### config.mk
export PLATFORM = sky130hd
export DESIGN_NAME = serial_mag_comp_ctrl
export DESIGN_NICKNAME = d
export VERILOG_FILES = /design/src/rtl/serial_mag_comp_ctrl.sv
export SDC_FILE = /design/constraint.sdc
export NUM_CORES = 1
export LEC_CHECK = 0
export CORE_UTILIZATION = 49
export DETAILED_ROUTE_END_ITERATION = 16
export PLACE_DENSITY = 0.83
export SLEW_MARGIN = 25
export SYNTH_ARGS = -nofsm -noshare
export SYNTH_HDL_FRONTEND = slang
export SYNTH_SLANG_ARGS = --single-unit
### constraint.sdc
create_clock -name clk -period 2.99 [get_ports clk]
set_clock_uncertainty 0.05 [all_clocks]
set_input_delay 0.598 -clock clk [delete_from_list [all_inputs] [get_ports clk]]
set_output_delay 0.598 -clock clk [all_outputs]
set_load 0.005 [all_outputs]
### src/rtl/serial_mag_comp_ctrl.sv
// Bit-serial unsigned magnitude comparator, MSB first.
// Result is one-hot: 100 lt, 010 eq, 001 gt.
module serial_mag_comp_ctrl #(
    parameter int W  = 8,
    parameter int CW = $clog2(W + 1)
) (
    input  logic          clk,
    input  logic          rst_n,
    input  logic          start,
    input  logic [W-1:0]  a,
    input  logic [W-1:0]  b,
    output logic          busy,
    output logic          done,
    output logic [2:0]    result,
    output logic [CW-1:0] nbits
);

    localparam int IW = (W > 1) ? $clog2(W) : 1;

    typedef enum logic [1:0] {
        IDLE = 2'd0,
        SCAN = 2'd1,
        FIN  = 2'd2
    } state_t;

    state_t        state, state_d;
    logic [W-1:0]  a_q, a_d;
    logic [W-1:0]  b_q, b_d;
    logic [IW-1:0] idx, idx_d;
    logic [2:0]    result_d;
    logic [CW-1:0] nbits_d;
    logic          abit, bbit;

    assign abit = a_q[idx];
    assign bbit = b_q[idx];
    assign busy = (state != IDLE);
    assign done = (state == FIN);

    always_ff @(posedge clk) begin
        if (!rst_n) begin
            state  <= IDLE;
            a_q    <= '0;
            b_q    <= '0;
            idx    <= '0;
            result <= 3'b000;
            nbits  <= '0;
        end else begin
            state  <= state_d;
            a_q    <= a_d;
            b_q    <= b_d;
            idx    <= idx_d;
            result <= result_d;
            nbits  <= nbits_d;
        end
    end

    always_comb begin
        state_d  = state;
        a_d      = a_q;
        b_d      = b_q;
        idx_d    = idx;
        result_d = result;
        nbits_d  = nbits;
        unique case (state)
            IDLE: begin
                if (start) begin
                    a_d     = a;
                    b_d     = b;
                    idx_d   = IW'(W - 1);
                    state_d = SCAN;
                end
            end
            SCAN: begin
                if (abit != bbit) begin
                    result_d = abit ? 3'b001 : 3'b100;
                    nbits_d  = CW'(W) - CW'(idx);
                    state_d  = FIN;
                end else if (idx == '0) begin
                    result_d = 3'b010;
                    nbits_d  = CW'(W);
                    state_d  = FIN;
                end else begin
                    idx_d = idx - IW'(1);
                end
            end
            FIN: begin
                state_d = IDLE;
            end
            default: begin
                state_d = IDLE;
            end
        endcase
    end

endmodule
==> results of run 1 <==
==> worst max-delay path by stage <==
stage,start,to
floorplan,idx[0],nbits[3]
global placement,idx[0],nbits[3]
detailed placement,idx[0],nbits[3]
CTS,idx[0],nbits[3]
global route,idx[0],result[0]
finish,idx[0],nbits[3]
==> cells in the mapped netlist <==
master,number
inv_1,4
buf_8,1
nand2b_1,2
nor3_1,2
o31ai_1,1
nand2_1,41
o32ai_1,1
and2_1,3
nor2_1,3
or3b_1,1
clkbuf_1,2
and4bb_2,1
nor3b_2,1
or2_2,1
a21oi_1,23
a221oi_1,1
nand3_1,2
buf_2,2
a21o_1,1
buf_6,2
dfxtp_1,28
buf_4,1
nor3b_4,1
a31oi_1,1
o21ai_0,5
mux4_2,4
nor2b_1,2
o211a_1,1
or3_1,1
ha_1,5
and2b_1,2
==> registers in the layout (all words and copies together), names as in the netlist <==
register,flops
a_q,8
b_q,8
idx,3
nbits,4
result,3
state,2
==> cell type report <==
cell class	instances	area, um^2
Fill cell	232	900
Clock buffer	4	36.3
Timing Repair Buffer	28	278
Inverter	4	15.0
Multi-Input combinational cell	106	651
Sequential cell	28	561
Tap cell	30	37.5
==> metrics by stage <==
| stage | hold slack, ps | power (mW) | std cells | util | setup WS [ps] |
|---|---|---|---|---|---|
| finish | 416 | 0.899 | 200 | 0.637 | 530 |
| global route | 435 | 0.952 | 200 | 0.637 | 365 |
| CTS | 419 | 0.905 | 200 | 0.637 | 530 |
| detailed placement | 400 | 0.718 | 196 | 0.622 | 567 |
| global placement | 392 | 0.705 | 196 | 0.622 | 630 |
| floorplan | 383 | 0.640 | 146 | - | 830 |
==> power breakdown <==
part	total, mW	switching, mW	internal [mW]
Combinational	0.258	0.125	0.133
Clock	0.186	0.112	0.0747
Sequential	0.454	0.0413	0.412
Total	0.899	0.278	0.620
==> layer usage <==
layer / GRT usage / share of wire / vias up
met1: 0.233 / 0.44 / 490
met4: 0.0789 / 0.019 / 0
met2: 0.350 / 0.50 / 25
met3: 0.0603 / 0.042 / 7
li1: - / - / 542
met5: 0 / 0 / -
==> cells by family after synthesis <==
group / share of synthesized area
mux: 0.0699
compound gates: 0.147
flops: 0.435
simple gates: 0.240
buf+inv: 0.0602
fa+ha+maj: 0.0485
==> tightest hold or removal path, cell delays in order, from the launching register on <==
cell	delay [ps]
dfxtp_1	340
nand2_1	50
a21oi_1	50
==> flow_metrics.py, run 1 <==
metrics = {
    "clocking": {
        "clockBufferDepth": 2,
        "htree_levels": 1,
        "clk_latency_ps": 340,
        "cts_buffers": 3,
        "cts_setup_buffers": 0,
        "cts.clk_slew.worst_paths_ps": 150,
        "cts_root_buffer": "clkbuf_4",
        "ctsResizeCount": 0,
        "cts_hold_buf": 0,
        "cts_sinks": 28,
        "cts_tree": "built",
    },
    "outcome": {
        "status": "completed",
    },
    "synthesis": {
        "synth_top_area_share": 0.435,
        "synth_cell_types": 31,
        "seq_area_frac_synth": 0.435,
        "yosysWarnings": 0,
        "syn-mean-instance-area_um2": 8.83,
        "synth.largest_area_cell": "dfxtp_1",
        "synthTopCellsByArea": "dfxtp_1, nand2_1, a21oi_1",
        "syn_area_um2": 1290,
        "syn_inst": 146,
        "syn_nets": 170,
        "ys_seq_elements": 28,
    },
    "timing": {
        "hold_violations": 0,
        "setup_viol": 0,
        "rsz0062_at_grt": "no",
        "period_minus_slack_ps": 2460,
        "min_period_over_period": 0.823,
        "max_slew_margin": 0.468,
        "report.final.slew_viol_count": 0,
        "fin_setup_tns_ps": 0,
        "fmax_ghz": 0.406,
        "tightest_slew_ps": 797,
    },
    "critical_path": {
        "cp-end-kind": "register",
        "cp.arrival_ps": 2660,
        "crit_fanout": 8,
        "r2r_slack_ps": 530,
        "cpMaxStageDelayCell": "dfxtp_1",
        "required_ps": 3190,
        "start_kind": "register",
        "crit_chain": "mux4_2, nand2_1, nand2_1, ha_1, nor2b_1, nor2_1, o211a_1",
        "max_stage_delay_ps": 570,
        "cp_top_family": "simple AND/OR/NAND/NOR gates",
        "rr_endpoint": "nbits[3]",
        "crit_top_cell": "nand2_1",
        "crit_type": "register to register",
        "r2r-start": "idx[0]",
        "reg2regPathDepth": 7,
        "crit_cells": 7,
        "path_buf_inv": 0,
    },
    "floorplan": {
        "initial_core_util": 0.520,
        "ios": 28,
        "rows": 18,
        "fp.dieW_um": 53.3,
        "core_area_um2": 2480,
        "die-height_um": 53.3,
        "die-area_um2": 2840,
    },
    "grt": {
        "gr-total-overflow": 0,
        "grt_first_pass_wirelength_mm": 4.09,
        "grt_antenna_before_repair": 0,
        "grtUsageTotal": 0.204,
        "grt_max_degree": 29,
        "grt_pass1_vias": 992,
    },
    "place": {
        "port_buffers": 27,
        "gp_congestion": 0.896,
        "dpl_cell_area_um2": 1540,
        "dp_hpwl_mm": 1.82,
    },
    "route": {
        "ant_nets": 0,
        "dr.pass1.iters": 6,
        "vias_per_cell": 5.32,
        "vias": 1064,
        "drtIter0Drc": 10,
        "wire_per_inst_um": 12.4,
        "wl_mm": 2.48,
        "route.detailed.drc": 0,
    },
    "final_layout": {
        "areaGrowthSynthToFinish_pct": 22.4,
        "drive_above_1_share": 0.0765,
        "final_cell_mix": "nand2_1, dfxtp_1, clkdlybuf4s50_1",
        "final_area_um2": 1580,
        "layout_commonest_cell": "nand2_1",
        "nets": 195,
        "antenna_cells": 0,
    },
    "power": {
        "leakage_nw": 0.611,
        "p_per_area_nw_per_um2": 570,
        "ir_drop_mv": 0.437,
    },
    "hold_path": {
        "hold_path_end": "a_q[7]",
        "hold_start": "a_q[7]",
        "hold_depth": 2,
        "min_path_type": "register to register",
    },
    "job": {
        "cap_violations": 0,
    },
}
(Power assumes the default switching activity.)
==> run 2: changes to the inputs <==
--- a/config.mk
+++ b/config.mk
@@ -5,9 +5,9 @@
 export SDC_FILE = /design/constraint.sdc
 export NUM_CORES = 1
 export LEC_CHECK = 0
-export CORE_UTILIZATION = 49
+export CORE_UTILIZATION = 44
 export DETAILED_ROUTE_END_ITERATION = 16
-export PLACE_DENSITY = 0.83
+export PLACE_DENSITY = 0.79
 export SLEW_MARGIN = 25
 export SYNTH_ARGS = -nofsm -noshare
 export SYNTH_HDL_FRONTEND = slang
==> constraint.sdc (replaced) <==
create_clock -name clk -period 2 [get_ports clk]
set_clock_uncertainty 0.05 [all_clocks]
set_input_delay 0.4 -clock clk [delete_from_list [all_inputs] [get_ports clk]]
set_output_delay 0.4 -clock clk [all_outputs]
set_load 0.005 [all_outputs]
==> run 2 against run 1 <==
  * The flow now finishes with violations (setup timing)
  * Sequential share of layout area shrank 3.1 points
  * Core utilization down 0.39 points
  * Non-clock buffer count is 8 higher
  * Flip-flop and latch count did not move
  * Highest routed layer unchanged
  * Combinational power rose by 110%
  * Worst setup slack got worse by 620 ps
  * Critical endpoint is now idx[2]
==> flow_metrics.py, run 2 (synthesized netlist as in run 1, its figures left out) <==
metrics = {
    "outcome": {
        "status": "complete, but fails checks",
        "violations": "setup timing",
    },
    "floorplan": {
        "core_area_um2": 2760,
        "die-area_um2": 3150,
        "fp.dieW_um": 56.1,
        "initial_core_util": 0.467,
        "ios": 28,
        "die-height_um": 56.1,
        "rows": 19,
    },
    "place": {
        "dp.cells": 201,
        "port_buffers": 27,
        "gp_congestion": 0.845,
        "pre_cts_slack_ps": -121,
        "dp_hpwl_mm": 1.94,
    },
    "critical_path": {
        "cp.arrival_ps": 2280,
        "crit_type": "register to register",
        "cp-startpoint": "idx[0]",
        "cp_top_family": "simple AND/OR/NAND/NOR gates",
        "path_buf_inv": 0,
        "crit_chain": "mux4_2, nand2_2, and2_4, ha_4, and4bb_4, and2_4, o32ai_2",
        "r2r-start": "idx[0]",
        "cpMaxStageDelayCell": "mux4_2",
        "start_kind": "register",
        "max_stage_delay_ps": 510,
        "required_ps": 2190,
        "crit_fanout": 5,
        "cp-end-kind": "register",
        "crit_top_cell": "and2_4",
    },
    "route": {
        "ant_nets": 0,
        "dr.pass1.iters": 4,
        "wl_mm": 2.76,
        "vias_per_cell": 5.24,
        "route.detailed.drc": 0,
        "wire_per_inst_um": 13.3,
        "drtIter0Drc": 24,
        "vias": 1089,
    },
    "timing": {
        "tightest_slew_ps": 482,
        "hold_violations": 0,
        "period_minus_slack_ps": 2090,
        "fin_setup_tns_ps": -269,
        "max_slew_margin": 0.679,
        "worst_slack_ps": -87.1,
        "fmax_ghz": 0.479,
        "rsz0062_at_grt": "yes",
        "setup_viol": 8,
        "whs_ps": 417,
        "min_period_over_period": 1.04,
        "report.final.slew_viol_count": 0,
    },
    "hold_path": {
        "min_path_type": "register to register",
        "hold_start": "a_q[6]",
    },
    "clocking": {
        "cts.clk_slew.worst_paths_ps": 130,
        "cts_tree": "built",
        "cts_root_buffer": "clkbuf_4",
        "cts_buffers": 3,
        "cts_hold_buf": 0,
        "htree_levels": 1,
        "clk_latency_ps": 320,
        "cts_sinks": 28,
        "clockBufferDepth": 2,
    },
    "power": {
        "p_per_area_nw_per_um2": 828,
        "leakage_nw": 0.688,
        "total_power_mw": 1.45,
        "ir_drop_mv": 0.529,
    },
    "grt": {
        "gr-total-overflow": 0,
        "grt_pass1_vias": 1136,
        "grtUsageTotal": 0.184,
        "grt_max_degree": 22,
        "grt_first_pass_wirelength_mm": 4.61,
        "grt_antenna_before_repair": 0,
    },
    "final_layout": {
        "reg_top3": "a_q (8), b_q (8), nbits (4)",
        "layout_commonest_cell": "nand2_1",
        "drive_above_1_share": 0.249,
        "antenna_cells": 0,
        "fill_cells": 219,
        "nets": 203,
        "final_cells": 208,
        "final_cell_mix": "nand2_1, clkdlybuf4s50_1, dfxtp_1",
        "areaGrowthSynthToFinish_pct": 35.4,
    },
    "job": {
        "cap_violations": 0,
    },
}
-- run 2: per-layer routing --
layer,vias up,part of all wire,global-route usage
li1,562,-,-
met1,502,0.44,0.206
met2,18,0.51,0.332
met3,7,0.025,0.0302
met4,0,0.023,0.0941
met5,-,0,0
-- run 2: report_power, final --
part	switching, mW	internal (mW)
clock network	0.148	0.0707
registers	0.0619	0.619
logic	0.259	0.287
-- run 2: cell type report --
cell class,count,area (um^2),share of cell area
multi-input combinational,106,761,0.436
sequential,28,567,0.325
timing repair buffer,36,342,0.196
tap,31,38.8,0.0222
clock buffer,3,22.5,0.0129
inverter,4,15.0,0.00860
-- run 2: repair_timing --
action / CTS / global route
pin swaps: 0 / 13
resized for setup: 4 / 23
setup buffers: 2 / 2
setup endpoints to repair: 10 / 13
-- run 2: path summary, 6_finish.rpt --
path / cells past startpoint / slack (ps) / to
hold / removal: 2 / 420 / a_q[6]
setup / recovery: 7 / -90 / idx[2]
hold reg to reg: 2 / 420 / a_q[6]
setup reg to reg: 7 / -90 / idx[2]
-- run 2: worst register-to-register path, cell delays in order, from the launching register on --
cell and delay (ps):
dfxtp_4 420, mux4_2 510, nand2_2 80, and2_4 150, ha_4 220, and4bb_4 230
and2_4 160, o32ai_2 190
-- run 2: stage by stage --
stage               area [um^2]   util
global route               1750  0.633
finish                     1750  0.633
floorplan                  1320      -
CTS                        1640  0.596
detailed placement         1600  0.579
global placement           1600  0.579
==> run 3: changes to the inputs <==
--- a/config.mk
+++ b/config.mk
@@ -8,7 +8,6 @@
 export CORE_UTILIZATION = 44
 export DETAILED_ROUTE_END_ITERATION = 16
 export PLACE_DENSITY = 0.79
-export SLEW_MARGIN = 25
 export SYNTH_ARGS = -nofsm -noshare
 export SYNTH_HDL_FRONTEND = slang
 export SYNTH_SLANG_ARGS = --single-unit
==> results of run 3 <==
Same layout as run 2: the final DEF is identical, and so are final timing and power.
